`src/rtl/fp_mult_mant_core.sv`:
```
// FP multiplier mantissa stage: iterative shift-add fraction product, biased exponent sum,
// special-value resolution. Define FP_MULT_RADIX4_EN for 2 multiplier bits per cycle.
module fp_mult_mant_core #(
  parameter int EXP_LEN  = 8,
  parameter int MANT_LEN = 23
) (
  input  logic                       clk,
  input  logic                       rst_n,
  input  logic                       in_valid,
  output logic                       in_ready,
  input  logic                       in_sign,
  input  logic [EXP_LEN-1:0]         in_a_exp,
  input  logic [EXP_LEN-1:0]         in_b_exp,
  input  logic [MANT_LEN:0]          in_a_frac,
  input  logic [MANT_LEN:0]          in_b_frac,
  input  logic                       in_a_zero,
  input  logic                       in_b_zero,
  input  logic                       in_a_inf,
  input  logic                       in_b_inf,
  input  logic                       in_a_nan,
  input  logic                       in_b_nan,
  output logic                       out_valid,
  input  logic                       out_ready,
  output logic                       out_sign,
  output logic [EXP_LEN+1:0]         out_exp,
  output logic [2*MANT_LEN+1:0]      out_prod,
  output logic                       out_zero,
  output logic                       out_inf,
  output logic                       out_nan
);
  localparam int F    = MANT_LEN + 1;
  localparam int P    = 2 * F;
  localparam int XW   = EXP_LEN + 2;
  localparam int BIAS = (1 << (EXP_LEN - 1)) - 1;
`ifdef FP_MULT_RADIX4_EN
  localparam int N  = (F + 1) / 2;
  localparam int BW = 2 * N;
`else
  localparam int N  = F;
  localparam int BW = F;
`endif
  localparam int CW = $clog2(N + 1);

  typedef enum logic [1:0] {IDLE = 2'd0, MUL = 2'd1, DONE = 2'd2} state_t;

  state_t          state_r, state_next_s;
  logic [CW-1:0]   cnt_r;
  logic [P-1:0]    acc_r;
  logic [F-1:0]    a_r;
  logic [BW-1:0]   b_r;
  logic [XW-1:0]   exp_base_r;
  logic            out_sign_r, out_zero_r, out_inf_r, out_nan_r;
  logic [XW-1:0]   out_exp_r;
  logic [P-1:0]    out_prod_r;
`ifdef FP_MULT_RADIX4_EN
  logic [F+1:0]    a3_r;
`endif

  logic            accept_s, nan_s, inf_s, zero_s, special_s, last_s;
  logic [BW-1:0]   b_ext_s;
  logic [XW-1:0]   exp_sum_s;
  logic [P-1:0]    mult_s, addend_s, acc_next_s;

  assign in_ready  = (state_r == IDLE);
  assign out_valid = (state_r == DONE);
  assign out_sign  = out_sign_r;
  assign out_exp   = out_exp_r;
  assign out_prod  = out_prod_r;
  assign out_zero  = out_zero_r;
  assign out_inf   = out_inf_r;
  assign out_nan   = out_nan_r;

  // Accept decode, special-value resolution and exponent sum
  always_comb begin
    accept_s   = in_valid && (state_r == IDLE);
    nan_s      = in_a_nan | in_b_nan | (in_a_zero & in_b_inf) | (in_a_inf & in_b_zero);
    inf_s      = (in_a_inf | in_b_inf) & ~nan_s;
    zero_s     = (in_a_zero | in_b_zero) & ~nan_s & ~inf_s;
    special_s  = nan_s | inf_s | zero_s;
    b_ext_s    = '0;
    b_ext_s[F-1:0] = in_b_frac;
    exp_sum_s  = XW'(in_a_exp) + XW'(in_b_exp) - XW'(BIAS);
  end

  // One shift-add step of the multiplier
  always_comb begin
    mult_s = '0;
`ifdef FP_MULT_RADIX4_EN
    case (b_r[{cnt_r, 1'b0} +: 2])
      2'd0:    mult_s = '0;
      2'd1:    mult_s = P'(a_r);
      2'd2:    mult_s = P'({a_r, 1'b0});
      2'd3:    mult_s = P'(a3_r);
      default: mult_s = '0;
    endcase
    addend_s = mult_s << {cnt_r, 1'b0};
`else
    if (b_r[cnt_r]) begin
      mult_s = P'(a_r);
    end else begin
      mult_s = '0;
    end
    addend_s = mult_s << cnt_r;
`endif
    acc_next_s = acc_r + addend_s;
    last_s     = (cnt_r == CW'(N - 1));
  end

  // State register
  always_ff @(posedge clk or negedge rst_n) begin
    if (!rst_n) begin
      state_r <= IDLE;
    end else begin
      state_r <= state_next_s;
    end
  end

  // Next-state logic
  always_comb begin
    state_next_s = state_r;
    case (state_r)
      IDLE: begin
        if (in_valid) state_next_s = MUL;
        else          state_next_s = IDLE;
      end
      MUL: begin
        if (last_s) state_next_s = DONE;
        else        state_next_s = MUL;
      end
      DONE: begin
        if (out_ready) state_next_s = IDLE;
        else           state_next_s = DONE;
      end
      default: state_next_s = IDLE;
    endcase
  end

  // Operand capture, accumulation and result registers
  always_ff @(posedge clk or negedge rst_n) begin
    if (!rst_n) begin
      cnt_r      <= '0;
      acc_r      <= '0;
      a_r        <= '0;
      b_r        <= '0;
      exp_base_r <= '0;
      out_sign_r <= 1'b0;
      out_zero_r <= 1'b0;
      out_inf_r  <= 1'b0;
      out_nan_r  <= 1'b0;
      out_exp_r  <= '0;
      out_prod_r <= '0;
`ifdef FP_MULT_RADIX4_EN
      a3_r       <= '0;
`endif
    end else if (accept_s) begin
      // Specials run a single all-zero step so their result lands one cycle after accept
      acc_r      <= '0;
      cnt_r      <= special_s ? CW'(N - 1) : '0;
      a_r        <= in_a_frac;
      b_r        <= special_s ? '0 : b_ext_s;
      exp_base_r <= special_s ? '0 : exp_sum_s;
      out_sign_r <= in_sign;
      out_zero_r <= zero_s;
      out_inf_r  <= inf_s;
      out_nan_r  <= nan_s;
`ifdef FP_MULT_RADIX4_EN
      a3_r       <= {2'b00, in_a_frac} + {1'b0, in_a_frac, 1'b0};
`endif
    end else if (state_r == MUL) begin
      acc_r <= acc_next_s;
      cnt_r <= cnt_r + CW'(1);
      if (last_s) begin
        out_prod_r <= acc_next_s;
        out_exp_r  <= exp_base_r + XW'(acc_next_s[P-1]);
      end
    end
  end
endmodule

```
`config.mk`:
```
export PLATFORM = sky130hd
export DESIGN_NAME = fp_mult_mant_core
export DESIGN_NICKNAME = d
export VERILOG_FILES = /design/src/rtl/fp_mult_mant_core.sv
export SDC_FILE = /design/constraint.sdc
export NUM_CORES = 1
export LEC_CHECK = 0
export ABC_CLOCK_PERIOD_IN_PS = 6050
export BUFFER_PORTS_ARGS = -buffer_cell sky130_fd_sc_hd__buf_2
export CORE_MARGIN = 1
export CORE_UTILIZATION = 30
export DETAILED_ROUTE_END_ITERATION = 7
export SYNTH_ARGS = -nofsm -noshare
export SYNTH_HDL_FRONTEND = slang
export SYNTH_SLANG_ARGS = --single-unit
```
`constraint.sdc`:
```
create_clock -name clk -period 6.05 [get_ports clk]
set_clock_uncertainty 0.1 [all_clocks]
set_input_delay 1.21 -clock clk [delete_from_list [all_inputs] [get_ports clk]]
set_output_delay 1.21 -clock clk [all_outputs]
set_load 0.02 [all_outputs]
```
# After elaboration in Yosys (flattened, before gate mapping)
# Cells that the tools add are included.
dict set report word_totals {
  ff_bits 175
  input_bits 75
  output_inout_bits 64
  wordCells 55
}
dict set report classes {
  addsub 5
  order_cmp 1
  eq_ne 3
  shift 1
  mux 14
  n_bitwise 15
  reduce_logical 4
}
# op n
set ops {}
lappend ops {{two-way mux 48 bit} 2}
lappend ops {{adder 48 bit} 1}
lappend ops {{two-way mux 24 bit} 2}
lappend ops {{left shift 48 x 5 -> 48 bit} 1}
lappend ops {{two-way mux 5 bit} 3}
lappend ops {{adder 10 x 1 -> 10 bit} 1}
lappend ops {{two-way mux 10 bit} 1}
lappend ops {{subtractor 9 x 7 -> 10 bit (second input constant)} 1}
lappend ops {{adder 8 x 8 -> 9 bit} 1}
lappend ops {{OR 1 bit} 7}
lappend ops {{< comparator 5 x 6 -> 1 bit (second input constant)} 1}
lappend ops {{case mux 2 bit (3 select lines)} 1}
lappend ops {{adder 5 x 1 -> 5 bit (second input constant)} 1}
lappend ops {{bitwise AND 1 bit} 5}
lappend ops {{binary-select mux 1 bit (select 5 bit)} 1}
lappend ops {{equality test 5 bit (second input constant)} 1}
lappend ops {{two-way mux 2 bit} 2}
lappend ops {{inverter 1 bit} 3}
lappend ops {{AND reduction 3 bit} 1}
lappend ops {{equality test 2 x 1 -> 1 bit (second input constant)} 1}
lappend ops {{equality test 2 bit (second input constant)} 1}
lappend ops {{zero test 2 bit} 1}
lappend ops {{two-way mux 1 bit} 2}
lappend ops {{nonzero test 2 bit} 1}
lappend ops {{logical AND 1 bit} 1}

# Depth between registers and ports, before layout
# Gate-level depths: netlist of run 1.
dict set report logic_depth {
  depth_word 10
  mapped_depth 28
  ltp_nobuf 24
}

# Least setup slack after synthesis of run 1
# OpenSTA, ideal clock, no wires.
dict set report synth_path {
  kind {register to register}
  startpoint {reg cnt_r[0]}
  endpoint {reg out_exp_r[8] (netlist: out_exp[8])}
  setup_time_ns 0.136
  arrival_ns 4.498
  required_time_ns 5.814
  path_slack_ns 1.316
  path_stages_with_launch 25
  n_path_buf 2
  period_less_slack_ns 4.734
  path_cell_list {dfrtp_1 -> buf_6 -> mux2i_1 -> a2111oi_1 -> a22oi_1 -> o211a_2 -> or3_1 -> buf_2 -> or2_4 -> inv_2 -> ha_1 -> a21o_1 -> and4_1 -> o211a_1 -> o2111ai_1 -> a21oi_1 -> o31ai_1 -> nand2b_1 -> xor2_1 -> ha_1 -> ha_1 -> nand3_1 -> nor2_1 -> xnor2_1 -> o21ai_0}
}
dict set report synth_between {
  elab_chain_len 6
  elab_cells_between_ends 8
  classes_between {2 x add/sub; 1 x eq/ne; 1 x shift; 3 x mux; 1 x reduce/logical}
}
# element line
set synth_rtl {}
lappend synth_rtl {{start: declaration} 47} ;# logic [CW-1:0] cnt_r;
lappend synth_rtl {{start signal: assignment} 158} ;# cnt_r <= special_s ? CW'(N - 1) : '0;
lappend synth_rtl {{start signal: assignment} 171} ;# cnt_r <= cnt_r + CW'(1);
lappend synth_rtl {{binary-select mux 1 bit (select 5 bit)} 98} ;# if (b_r[cnt_r]) begin
lappend synth_rtl {{two-way mux 1 bit (implied by the code)} 98}
lappend synth_rtl {{two-way mux 24 bit} 98}
lappend synth_rtl {{left shift 48 x 5 -> 48 bit (*)} 103} ;# addend_s = mult_s << cnt_r;
lappend synth_rtl {{adder 48 bit (*)} 105} ;# acc_next_s = acc_r + addend_s;
lappend synth_rtl {{net acc_next_s[47]} 62} ;# logic [P-1:0] mult_s, addend_s, acc_next_s;
lappend synth_rtl {{adder 10 x 1 -> 10 bit (*)} 174} ;# out_exp_r <= exp_base_r + XW'(acc_next_s[P-1]);
lappend synth_rtl {{end signal: assignment} 174}
lappend synth_rtl {{end: declaration} 53} ;# logic [XW-1:0] out_exp_r;
# Mark *: on every way through the listed nets, which the timed path passes. The rest lies on a longest branch. The select of a mux whose other input is x is not followed.
# A chain may end at the register's enable or synchronous reset.

# Worst setup path after layout of run 1
# Ends and elaborated chain as after synthesis.

==> run_results.csv, run 1 <==
group,metric,value,unit
floorplanning,boundaryPins,139,
power,power.ir.vdd_worst,247.2,µV
final_layout,mostFrequentLayoutCell,"nand2_1",
logic_synthesis,yosysWarnings,0,
logic_synthesis,post_synth.cell_area_avg,8.290,µm²
logic_synthesis,synth_cell_types,74,
floorplanning,die_area,39620,µm²
worst_setup_path,crit_required,6.24,ns
worst_setup_path,cp_data_arrival_time,5.78,ns
logic_synthesis,synth_area_leader_cell,"dfrtp_1",
routing,vias_per_inst,5.140,
clocking,clock_tree.root_cell,"clkbuf_16",
sta,timing.final.max_slew_violations,0,
clocking,cts_htree_levels,4,
routing,drtAntennaViolNets,0,
logic_synthesis,ys_dominant_reg_cell,"dfrtp_1",
worst_setup_path,startpoint_type,"register",
routing,drt_iter0_markers,736,
global_route,grt_pass1_wl,54850,µm
routing,finalWirelength,33370,µm
clocking,cts_max_path_buffers,2,
final_layout,share_of_cells_above_drive_strength_1,0.1600,
worst_setup_path,reg2reg_setup_slack,0.46,ns
worst_setup_path,timing.critical_path.to,"out_exp[8]$_DFFE_PN0P_",
global_route,globalRouteTotalUtil,0.1760,
clocking,tritoncts_clock_tree,"done",
place,post-place-cells,1979,
final_layout,area_growth,15.36,%
global_route,grt_remaining_overflow,0,
logic_synthesis,synth_top_area_frac,0.3760,
place,hpwlAfterDp,25070,µm
worst_setup_path,reg2reg_depth,23,
job,drv_cap,0,
worst_setup_path,crit-reg2reg-launch,"cnt_r[0]$_DFFE_PN0P_",
worst_setup_path,cp_num_cells,23,
sta,period_minus_slack,5.593,ns
sta,finalSetupTns,0,ns
place,portBuffers,138,
routing,via_count,10340,
sta,final_worst_hold_slack,0.3687,ns
logic_synthesis,syn-cell-area,11650,µm²
final_layout,instances_no_fill,2011,
sta,layout_worst_path_cycle_share,0.9244,
routing,post_drt_wl_per_cell,16.59,µm
floorplanning,die_height,199.0,µm
clocking,postCtsHoldBufs,0,
worst_setup_path,critPathSlowestCell,"dfrtp_4",
logic_synthesis,synth-edff-count,0,
sta,rsz_0062_raised_after_global_routing,"false",
floorplanning,floorplan.initialDensity,0.3071,
logic_synthesis,async_flop_share,1.000,
status,run_status,"complete, no violations",
worst_setup_path,reg2reg_to,"out_exp[8]$_DFFE_PN0P_",
worst_setup_path,crit_family,"compound AO/OA/AOI/OAI gates",
global_route,maximum_number_of_pins_on_one_net_before_global_route_repair,114,
final_layout,utilization,0.3542,
sta,clock.fmax,0.1788,GHz
logic_synthesis,yosysSeqAreaShare,0.3760,
final_layout,antenna-diode-count,0,
clocking,cts_inserted_buffers,17,
clocking,clk_pin_slew_worst_paths,0.08,ns
power,leakage,6.510,nW
power,p_per_cell_area,474.1,nW/µm²
floorplanning,fp.coreArea,37930,µm²
sta,hold_viol_final,0,
worst_setup_path,critPathCaptureType,"register",
global_route,first_global_vias,10120,
logic_synthesis,ys_seq_elements,175,
worst_setup_path,critical_path_s_largest_stage_delay,0.60,ns
place,finalWeightedCongestion,0.9631,
logic_synthesis,synthesis.instances,1405,
worst_setup_path,critPathMaxFanout,27,
worst_setup_path,crit_start,"cnt_r[0]$_DFFE_PN0P_",
clocking,cts_setup_buffers,0,
clocking,clock_sinks,175,
logic_synthesis,synthesis.nets,1548,
final_layout,finalNetCount,1630,
floorplanning,placementRows,71,
logic_synthesis,yosys-top-cells-area,"dfrtp_1 (38%), nand2_1 (9.5%), ha_1 (7.1%), o21ai_0 (6.2%), nand3_1 (3.6%)",
clocking,postCtsResizedCells,0,
global_route,grt_antenna_before_repair,0,
routing,drt_pre_antenna_iters,6,
clocking,clkLatencyLatePin,0.45,ns
sta,relative_slew_slack,0.3283,
worst_setup_path,timing.setup.critical_path_class,"register to register",
worst_setup_path,path_cells,"buf_6 -> mux2_2 -> nor2_1 -> a21oi_1 -> nand2_1 -> nand2_1 -> o21ai_0 -> o22a_1 -> nor2_1 -> ha_1 -> a21oi_1 -> o21ai_0 -> a221o_1 -> and3_1 -> o31ai_1 -> nand2b_1 -> xor2_1 -> ha_1 -> ha_1 -> nand3_1 -> nor2_1 -> xnor2_1 -> o21ai_0",
routing,post-route-drc-count,0,
sta,setup_viol_count_final,0,
hold_path,hold_path.class,"register to register",
floorplanning,fp.dieW,199.0,µm
sta,tightest_slew,1.008,ns
final_layout,layout_common_cells,"nand2_1 (293), dfrtp_1 (174), o21ai_0 (145)",
worst_setup_path,critical_path_buf_inv_count,1,
-- cells by family (layout without fill, tap and decap cells) --
kind of cell / Yosys count / in the layout / synth area share
multiplexers: 44 / 44 / 0.05006
XOR/XNOR: 59 / 59 / 0.04437
buffers and inverters: 126 / 221 / 0.04437
AO/OA/AOI/OAI: 380 / 380 / 0.2030
AND/OR/NAND/NOR: 553 / 553 / 0.2079
flip-flops: 175 / 175 / 0.3760
adder cells (fa/ha/maj): 68 / 68 / 0.07434
-- worst min-delay path: stages, from the launching register on --
cell	delay, ns
dfrtp_1	0.34
nand2_1	0.05
nand2_1	0.05
-- flip-flops by register name, indices dropped and copies added (netlist names) --
register / flops
exp_base_r: 10
a_r: 24
out_sign: 1
cnt_r: 5
out_inf: 1
b_r: 24
out_prod: 48
out_nan: 1
out_exp: 10
acc_r: 48
out_zero: 1
state_r: 2
-- layer usage --
| metal | GRT usage | vias to the layer above | routed length [µm] |
|---|---|---|---|
| met4 | 0.05100 | 0 | 594 |
| met3 | 0.03069 | 36 | 1484 |
| met2 | 0.2776 | 272 | 15570 |
| met5 | 0 | - | 0 |
| li1 | - | 5119 | - |
| met1 | 0.2450 | 4910 | 15730 |
-- how the worst min path moves through the flow --
stage          cells past startpoint                  end  slack (ns)                start
2_1_floorplan                      2  b_r[17]$_DFFE_PN0P_        0.33  b_r[17]$_DFFE_PN0P_
3_3_place_gp                       2  b_r[10]$_DFFE_PN0P_        0.35  b_r[10]$_DFFE_PN0P_
3_5_place_dp                       2  b_r[10]$_DFFE_PN0P_        0.36  b_r[10]$_DFFE_PN0P_
4_1_cts                            2  b_r[18]$_DFFE_PN0P_        0.37  b_r[18]$_DFFE_PN0P_
5_1_grt                            2  b_r[18]$_DFFE_PN0P_        0.38  b_r[18]$_DFFE_PN0P_
6_report                           2  b_r[18]$_DFFE_PN0P_        0.37  b_r[18]$_DFFE_PN0P_
-- synthesized netlist by cell type, drive strengths merged, types with 7 or more instances --
| cell type | n |
|---|---|
| nor2b | 10 |
| xor2 | 24 |
| mux2 | 8 |
| dfrtp | 175 |
| ha | 66 |
| a21oi | 81 |
| clkbuf | 75 |
| o21bai | 15 |
| inv | 28 |
| buf | 20 |
| or3 | 9 |
| a21o | 36 |
| and2 | 7 |
| a211oi | 12 |
| o21ai | 155 |
| o31ai | 11 |
| nor2 | 85 |
| nor3 | 12 |
| and3 | 12 |
| nand2 | 295 |
| mux4 | 10 |
| a31oi | 10 |
| a221oi | 7 |
| nand4 | 16 |
| mux2i | 26 |
| nand2b | 8 |
| xnor2 | 35 |
| nand3 | 83 |
-- through the flow --
step	total power [mW]	setup WS [ns]	cell area [µm²]
6_report	6.370	0.4572	13440
5_1_grt	6.892	0.009661	13440
4_1_cts	6.390	0.2543	13410
3_5_place_dp	5.167	0.2480	12780
3_3_place_gp	5.117	0.3656	12780
2_1_floorplan	4.167	1.316	11650
-- area by class of cell --
| type | instances | area [µm²] |
|---|---|---|
| clock buffers | 17 | 425.4 |
| flip-flops and latches | 175 | 4383 |
| clock inverters | 15 | 198.9 |
| well taps | 511 | 639.4 |
| repair buffers | 158 | 875.8 |
| fillers | 4011 | 24500 |
| inverters | 31 | 117.6 |
| multi-input cells | 1104 | 6797 |
-- where the power goes --
part	internal [mW]	leakage, nW	switching (mW)	total (mW)
logic	1.15	3.88	2.21	3.36
clock network	0.665	0.306	0.527	1.19
registers	1.52	2.32	0.297	1.82
Power figures use the tool's default switching activity.
==> run 2, diff against run 1 <==
Settings changed: ABC_AREA set to 1.
==> run 2 against run 1 <==
Die area is 4.6% higher; critical endpoint is now out_exp[9]$_DFFE_PN0P_; first-iteration DRC count up 5.7%; hold slack gained 0.011 ns; critical path type unchanged.
==> run_results.csv, run 2 <==
group,metric,value,unit
floorplanning,fp.dieW,203.6,µm
power,post-layout-total-power,9.461,mW
final_layout,share_of_cells_above_drive_strength_1,0.1189,
logic_synthesis,synth_common_cells,"nand2_1 (507), nand3_1 (283), dfrtp_1 (175), inv_1 (150), nor2_1 (138)",
global_route,grt_antenna_before_repair,0,
final_layout,layout_common_cells,"nand2_1 (507), nand3_1 (283), dfrtp_1 (174)",
sta,clock.fmax,0.1870,GHz
status,run_status,"complete, no violations",
final_layout,regArea,4380,µm²
global_route,globalRouteTotalUtil,0.2045,
sta,hold_viol_final,0,
sta,setup_viol_count_final,0,
floorplanning,fp.coreArea,39910,µm²
final_layout,final_design_area_no_fill,14060,µm²
clocking,clkLatencyLatePin,0.47,ns
floorplanning,die_height,203.6,µm
sta,layout_worst_path_cycle_share,0.8839,
final_layout,fillers,4314,
floorplanning,placementRows,73,
floorplanning,floorplan.initialDensity,0.3054,
clocking,clock_sinks,175,
routing,drt_iter0_markers,778,
routing,drt_pre_antenna_iters,7,
worst_setup_path,critPathMaxFanout,46,
clocking,postCtsHoldBufs,0,
place,portBuffers,138,
global_route,grt_remaining_overflow,0,
clocking,cts_inserted_buffers,17,
power,p_int,4.286,mW
final_layout,area_growth,15.36,%
sta,final_worst_hold_slack,0.3794,ns
worst_setup_path,critPathCaptureType,"register",
logic_synthesis,synth-edff-count,0,
worst_setup_path,timing.setup.critical_path_class,"register to register",
worst_setup_path,crit_family,"simple AND/OR/NAND/NOR gates",
logic_synthesis,synth_top_area_frac,0.3593,
logic_synthesis,ys_seq_elements,175,
logic_synthesis,yosys.area_share.xor_xnor,0.01797,
sta,timing.final.max_slew_violations,0,
worst_setup_path,critical_path_buf_inv_count,4,
sta,finalSetupTns,0,ns
final_layout,multiInputGateArea,6913,µm²
clocking,cts_setup_buffers,0,
sta,relative_slew_slack,0.4877,
logic_synthesis,ys_dominant_reg_cell,"dfrtp_1",
clocking,postCtsResizedCells,0,
floorplanning,die_area,41440,µm²
power,leakage,7.149,nW
logic_synthesis,post_synth_and_or_nand_nor_area_fraction,0.3559,
routing,finalWirelength,41010,µm
logic_synthesis,synth_area_in_compound_gates,0.1207,
logic_synthesis,synth_area_leader_cell,"dfrtp_1",
clocking,tritoncts_clock_tree,"done",
routing,post_drt_wl_per_cell,17.09,µm
sta,rsz_0062_raised_after_global_routing,"false",
logic_synthesis,yosysWarnings,0,
power,fraction_of_power_consumed_by_combinational_cells,0.664,
place,hpwlAfterDp,31540,µm
power,power_switching,5.175,mW
final_layout,antenna-diode-count,0,
clocking,cts_htree_levels,4,
routing,vias_per_inst,5.048,
power,power.ir.vdd_worst,271.9,µV
routing,drtAntennaViolNets,0,
logic_synthesis,combinational_family_with_the_most_area_after_synthesis,"simple AND/OR/NAND/NOR gates",
worst_setup_path,cp_data_arrival_time,5.63,ns
place,placement.cell_area,13390,µm²
sta,period_minus_slack,5.347,ns
worst_setup_path,path_common_cell,"nand3_1",
logic_synthesis,synthesis.instances,1757,
power,p_clk_frac,0.132,
place,finalWeightedCongestion,0.9689,
logic_synthesis,yosysSeqAreaShare,0.3593,
worst_setup_path,crit_required,6.34,ns
global_route,first_global_vias,11890,
logic_synthesis,yosys.cell_count.top_type,"nand2_1",
worst_setup_path,critical_path_s_largest_stage_delay,0.49,ns
logic_synthesis,async_flop_share,1.000,
logic_synthesis,synthMuxAreaShare,0,
floorplanning,boundaryPins,139,
power,p_per_cell_area,672.9,nW/µm²
worst_setup_path,critPathSlowestCell,"dfrtp_2",
clocking,clock_tree.root_cell,"clkbuf_16",
final_layout,finalNetCount,2006,
logic_synthesis,synth_cell_types,49,
worst_setup_path,startpoint_type,"register",
power,power.switching_fraction,0.5470,
logic_synthesis,synthesis.nets,1900,
sta,tightest_slew,0.7626,ns
logic_synthesis,post_synth.cell_area_avg,6.937,µm²
clocking,cts_max_path_buffers,2,
final_layout,mostFrequentLayoutCell,"nand2_1",
logic_synthesis,synthAdderAreaFrac,0.07104,
logic_synthesis,yosys-top-cells-area,"dfrtp_1 (36%), nand2_1 (16%), nand3_1 (12%), ha_1 (6.8%), inv_1 (4.6%)",
logic_synthesis,syn-cell-area,12190,µm²
hold_path,hold_path.class,"register to register",
job,drv_cap,0,
clocking,clk_pin_slew_worst_paths,0.08,ns
global_route,grt_pass1_wl,65590,µm
power,pwr-share-seq,0.204,
routing,via_count,12120,
routing,post-route-drc-count,0,
global_route,maximum_number_of_pins_on_one_net_before_global_route_repair,115,
==> run 2: changes by cell type in the layout (fill, tap and decap cells not counted), sizes merged, moves of 26 or more <==
| cell | change |
|---|---|
| nor2 | +54 |
| nand2 | +213 |
| o21ai | -41 |
| mux2i | -26 |
| nand3 | +210 |
| a21o | -30 |
| inv | +124 |
==> run 2: power by group through the flow <==
stage	combinational, mW	clock (mW)	sequential [mW]
after CTS	6.23	1.28	1.93
after floorplan	4.29	0	2.01
after global routing	7.03	1.31	1.99
after detailed placement	6.19	0	1.95
final	6.28	1.25	1.93
after global placement	6.15	0	1.95
==> run 2: routing by layer <==
layer  vias to the layer above  track usage  routed length [µm]  part of all wire
met5                         -            0                   0                 0
met4                         0      0.07358                1141             0.028
met3                        61      0.03755                2507             0.061
met2                       390       0.3247               18300              0.45
met1                      5605       0.2767               19060              0.46
li1                       6060            -                   -                 -
==> run 2: logic make-up (layout without fill, tap and decap cells) <==
group	after synthesis	count (layout)
AND/OR/NAND/NOR	1003	1003
buffers and inverters	228	346
adder cells (fa/ha/maj)	68	68
flip-flops	175	175
AO/OA/AOI/OAI	258	258
XOR/XNOR	25	25
==> run 2: path summary, 6_finish.rpt <==
path / slack, ns / start / cells past startpoint / endpoint
hold / removal: 0.38 / out_prod[5]$_DFFE_PN0P_ / 2 / out_prod[5]$_DFFE_PN0P_
min in group asynchronous: 0.64 / rst_n / 1 / out_sign$_DFFE_PN0P_
setup / recovery: 0.70 / cnt_r[0]$_DFFE_PN0P_ / 31 / out_exp[9]$_DFFE_PN0P_
max in group asynchronous: 4.15 / rst_n / 2 / out_prod[37]$_DFFE_PN0P_
setup reg to reg: 0.70 / cnt_r[0]$_DFFE_PN0P_ / 31 / out_exp[9]$_DFFE_PN0P_
hold reg to reg: 0.38 / out_prod[5]$_DFFE_PN0P_ / 2 / out_prod[5]$_DFFE_PN0P_
==> run 2: per-stage QoR <==
step / setup slack [ns] / utilization / std cells
after floorplan: 1.559 / - / 1757
after global placement: 0.4530 / 0.3356 / 2369
after detailed placement: 0.3737 / 0.3356 / 2369
after CTS: 0.3388 / 0.3519 / 2400
after global routing: 0.08148 / 0.3522 / 2400
final: 0.7025 / 0.3522 / 2400
==> run 2: worst reg2reg max path: cells and delay by family, from the launching register on <==
family / cells / cell delay [ns]
compound gates: 4 / 0.79
buf+inv: 4 / 0.40
simple gates: 19 / 2.69
fa+ha+maj: 2 / 0.49
flops: 1 / 0.49
xor+xnor: 2 / 0.32
==> run 2: cell type report <==
cell class	instances	area share
flip-flops and latches	175	0.3116
multi-input cells	1354	0.4917
well taps	525	0.04672
clock buffers	19	0.03222
clock inverters	12	0.01406
repair buffers	160	0.06221
inverters	155	0.04156
==> run 3, diff against run 2 <==
--- a/config.mk
+++ b/config.mk
@@ -12,4 +12,5 @@
 export CORE_UTILIZATION = 30
 export DETAILED_ROUTE_END_ITERATION = 7
+export SETUP_SLACK_MARGIN = 0.5
 export SYNTH_ARGS = -nofsm -noshare
 export SYNTH_HDL_FRONTEND = slang
==> constraint.sdc (replaced) <==
create_clock -name clk -period 6.05 [get_ports clk]
set_clock_uncertainty 0.1 [all_clocks]
set_input_delay 0.605 -clock clk [delete_from_list [all_inputs] [get_ports clk]]
set_output_delay 0.605 -clock clk [all_outputs]
set_load 0.02 [all_outputs]
==> run 3 against run 2 <==
Setup slack improved by 0.28 ns; clock power decreased by 7%; utilization increased by 0.44 points; largest power group unchanged.
==> run_results.csv, run 3 (synthesized netlist as in run 2, its figures left out) <==
group,metric,value,unit
status,run_status,"complete, no violations",
routing,drtAntennaViolNets,0,
place,finalWeightedCongestion,0.9271,
clocking,clk_pin_slew_worst_paths,0.08,ns
floorplanning,fp.dieW,203.6,µm
worst_setup_path,timing.setup.critical_path_class,"register to register",
clocking,cts_inserted_buffers,17,
worst_setup_path,critPathMaxFanout,16,
worst_setup_path,crit_required,6.34,ns
place,hpwlAfterDp,31810,µm
final_layout,fillers,4336,
job,drv_cap,0,
final_layout,layout_common_cells,"nand2_1 (501), nand3_1 (280), dfrtp_1 (173)",
sta,hold_viol_final,0,
routing,via_count,12300,
floorplanning,floorplan.initialDensity,0.3054,
worst_setup_path,critPathCaptureType,"register",
global_route,first_global_vias,11800,
worst_setup_path,crit_start,"cnt_r[0]$_DFFE_PN0P_",
final_layout,final_design_area_no_fill,14230,µm²
global_route,grt_antenna_before_repair,0,
global_route,grt_remaining_overflow,0,
routing,vias_per_inst,5.114,
global_route,grt_pass1_wl,65540,µm
worst_setup_path,critical_path_s_largest_stage_delay,0.43,ns
clocking,postCtsHoldBufs,0,
final_layout,multiInputGateArea,7127,µm²
sta,final_critical_path_setup_slack,0.9844,ns
clocking,clock_sinks,175,
worst_setup_path,crit-reg2reg-launch,"cnt_r[0]$_DFFE_PN0P_",
clocking,cts_htree_levels,4,
place,post-place-cells,2370,
final_layout,regArea,4382,µm²
worst_setup_path,cp_data_arrival_time,5.36,ns
clocking,clkLatencyLatePin,0.47,ns
sta,clock.fmax,0.1974,GHz
power,fraction_of_power_consumed_by_combinational_cells,0.678,
floorplanning,die_area,41440,µm²
worst_setup_path,critPathSlowestCell,"dfrtp_1",
sta,layout_worst_path_cycle_share,0.8373,
routing,finalWirelength,41780,µm
clocking,clock_tree.root_cell,"clkbuf_16",
power,pwr-share-seq,0.202,
final_layout,utilization,0.3566,
final_layout,instances_no_fill,2405,
power,p_int,4.273,mW
place,portBuffers,138,
routing,drt_pre_antenna_iters,5,
worst_setup_path,path_common_cell,"nand3_1",
place,placement.cell_area,13390,µm²
routing,post-route-drc-count,0,
clocking,tritoncts_clock_tree,"done",
power,power.ir.vdd_worst,237.7,µV
floorplanning,boundaryPins,139,
sta,timing.final.max_slew_violations,0,
sta,tightest_slew,0.8774,ns
hold_path,hold_path.class,"primary input to asynchronous set/reset pin",
sta,setup_viol_count_final,0,
floorplanning,fp.coreArea,39910,µm²
final_layout,finalNetCount,2010,
final_layout,area_growth,16.79,%
global_route,globalRouteTotalUtil,0.2052,
power,power_switching,5.354,mW
power,p_per_cell_area,676.4,nW/µm²
final_layout,share_of_cells_above_drive_strength_1,0.1404,
routing,drt_iter0_markers,981,
power,leakage,7.156,nW
worst_setup_path,startpoint_type,"register",
sta,finalSetupTns,0,ns
routing,post_drt_wl_per_cell,17.37,µm
power,p_clk_frac,0.121,
global_route,maximum_number_of_pins_on_one_net_before_global_route_repair,84,
place,detailedPlace.worstSlack,0.3124,ns
clocking,cts_max_path_buffers,2,
sta,relative_slew_slack,0.4150,
floorplanning,placementRows,73,
sta,period_minus_slack,5.066,ns
floorplanning,die_height,203.6,µm
final_layout,mostFrequentLayoutCell,"nand2_1",
final_layout,antenna-diode-count,0,
sta,rsz_0062_raised_after_global_routing,"true",
power,power.switching_fraction,0.5561,
[run 3: layer usage]
metal  up-vias  GRT usage  routed length (µm)
met5         -          0                   0
met3        65    0.03164                2394
met1      5749     0.2827               19640
met2       404     0.3244               18590
met4         0    0.07331                1154
li1       6080          -                   -
[run 3: area by class of cell]
type	count	area share
well taps	525	0.04615
flip-flops and latches	175	0.3078
clock buffers	18	0.03085
repair buffers	162	0.06188
clock inverters	14	0.01152
multi-input cells	1356	0.5007
inverters	155	0.04105
[run 3: power by group through the flow]
stage	sequential, mW	clock (mW)	combinational (mW)
6_report	1.94	1.16	6.52
3_3_place_gp	1.94	0	6.20
3_5_place_dp	1.94	0	6.22
2_1_floorplan	2.01	0	4.29
5_1_grt	2.00	1.24	7.25
4_1_cts	1.93	1.19	6.26
[run 3: final timing paths]
check                                     endpoint  slack [ns]  cells past startpoint
min                            a_r[14]$_DFFE_PN0P_        0.10                      1
min reg2reg                out_prod[2]$_DFFE_PN0P_        0.38                      2
min in group clk              state_r[1]$_DFF_PN0_        0.22                      2
max reg2reg                 out_exp[9]$_DFFE_PN0P_        0.98                     36
max in group asynchronous     cnt_r[1]$_DFFE_PN0P_        4.35                      2
max                         out_exp[9]$_DFFE_PN0P_        0.98                     36
[run 3: critical path: cells and delay by family (launching register included)]
family,cells,cell delay (ns)
AOI/OAI and AO/OA,3,0.54
xor gates and xnor gates,2,0.25
adders and majority gates,2,0.58
buffers and inverters,5,0.57
DFF,1,0.43
and+or+nand+nor,24,2.54
[run 3: timing repair]
| item | in CTS | in global routing |
|---|---|---|
| setup endpoints to repair | 12 | 23 |
| cloned | 0 | 2 |
| setup buffers | 0 | 1 |
| gates resized for setup | 2 | 46 |
| pin swaps | 0 | 3 |
[run 3: stage by stage]
step | hold WS (ns) | total power, mW
after global placement | 0.3617 | 8.139
after CTS | 0.1154 | 9.386
after detailed placement | 0.3679 | 8.167
after global routing | 0.1540 | 10.48
final | 0.1012 | 9.628
after floorplan | 0.2094 | 6.299
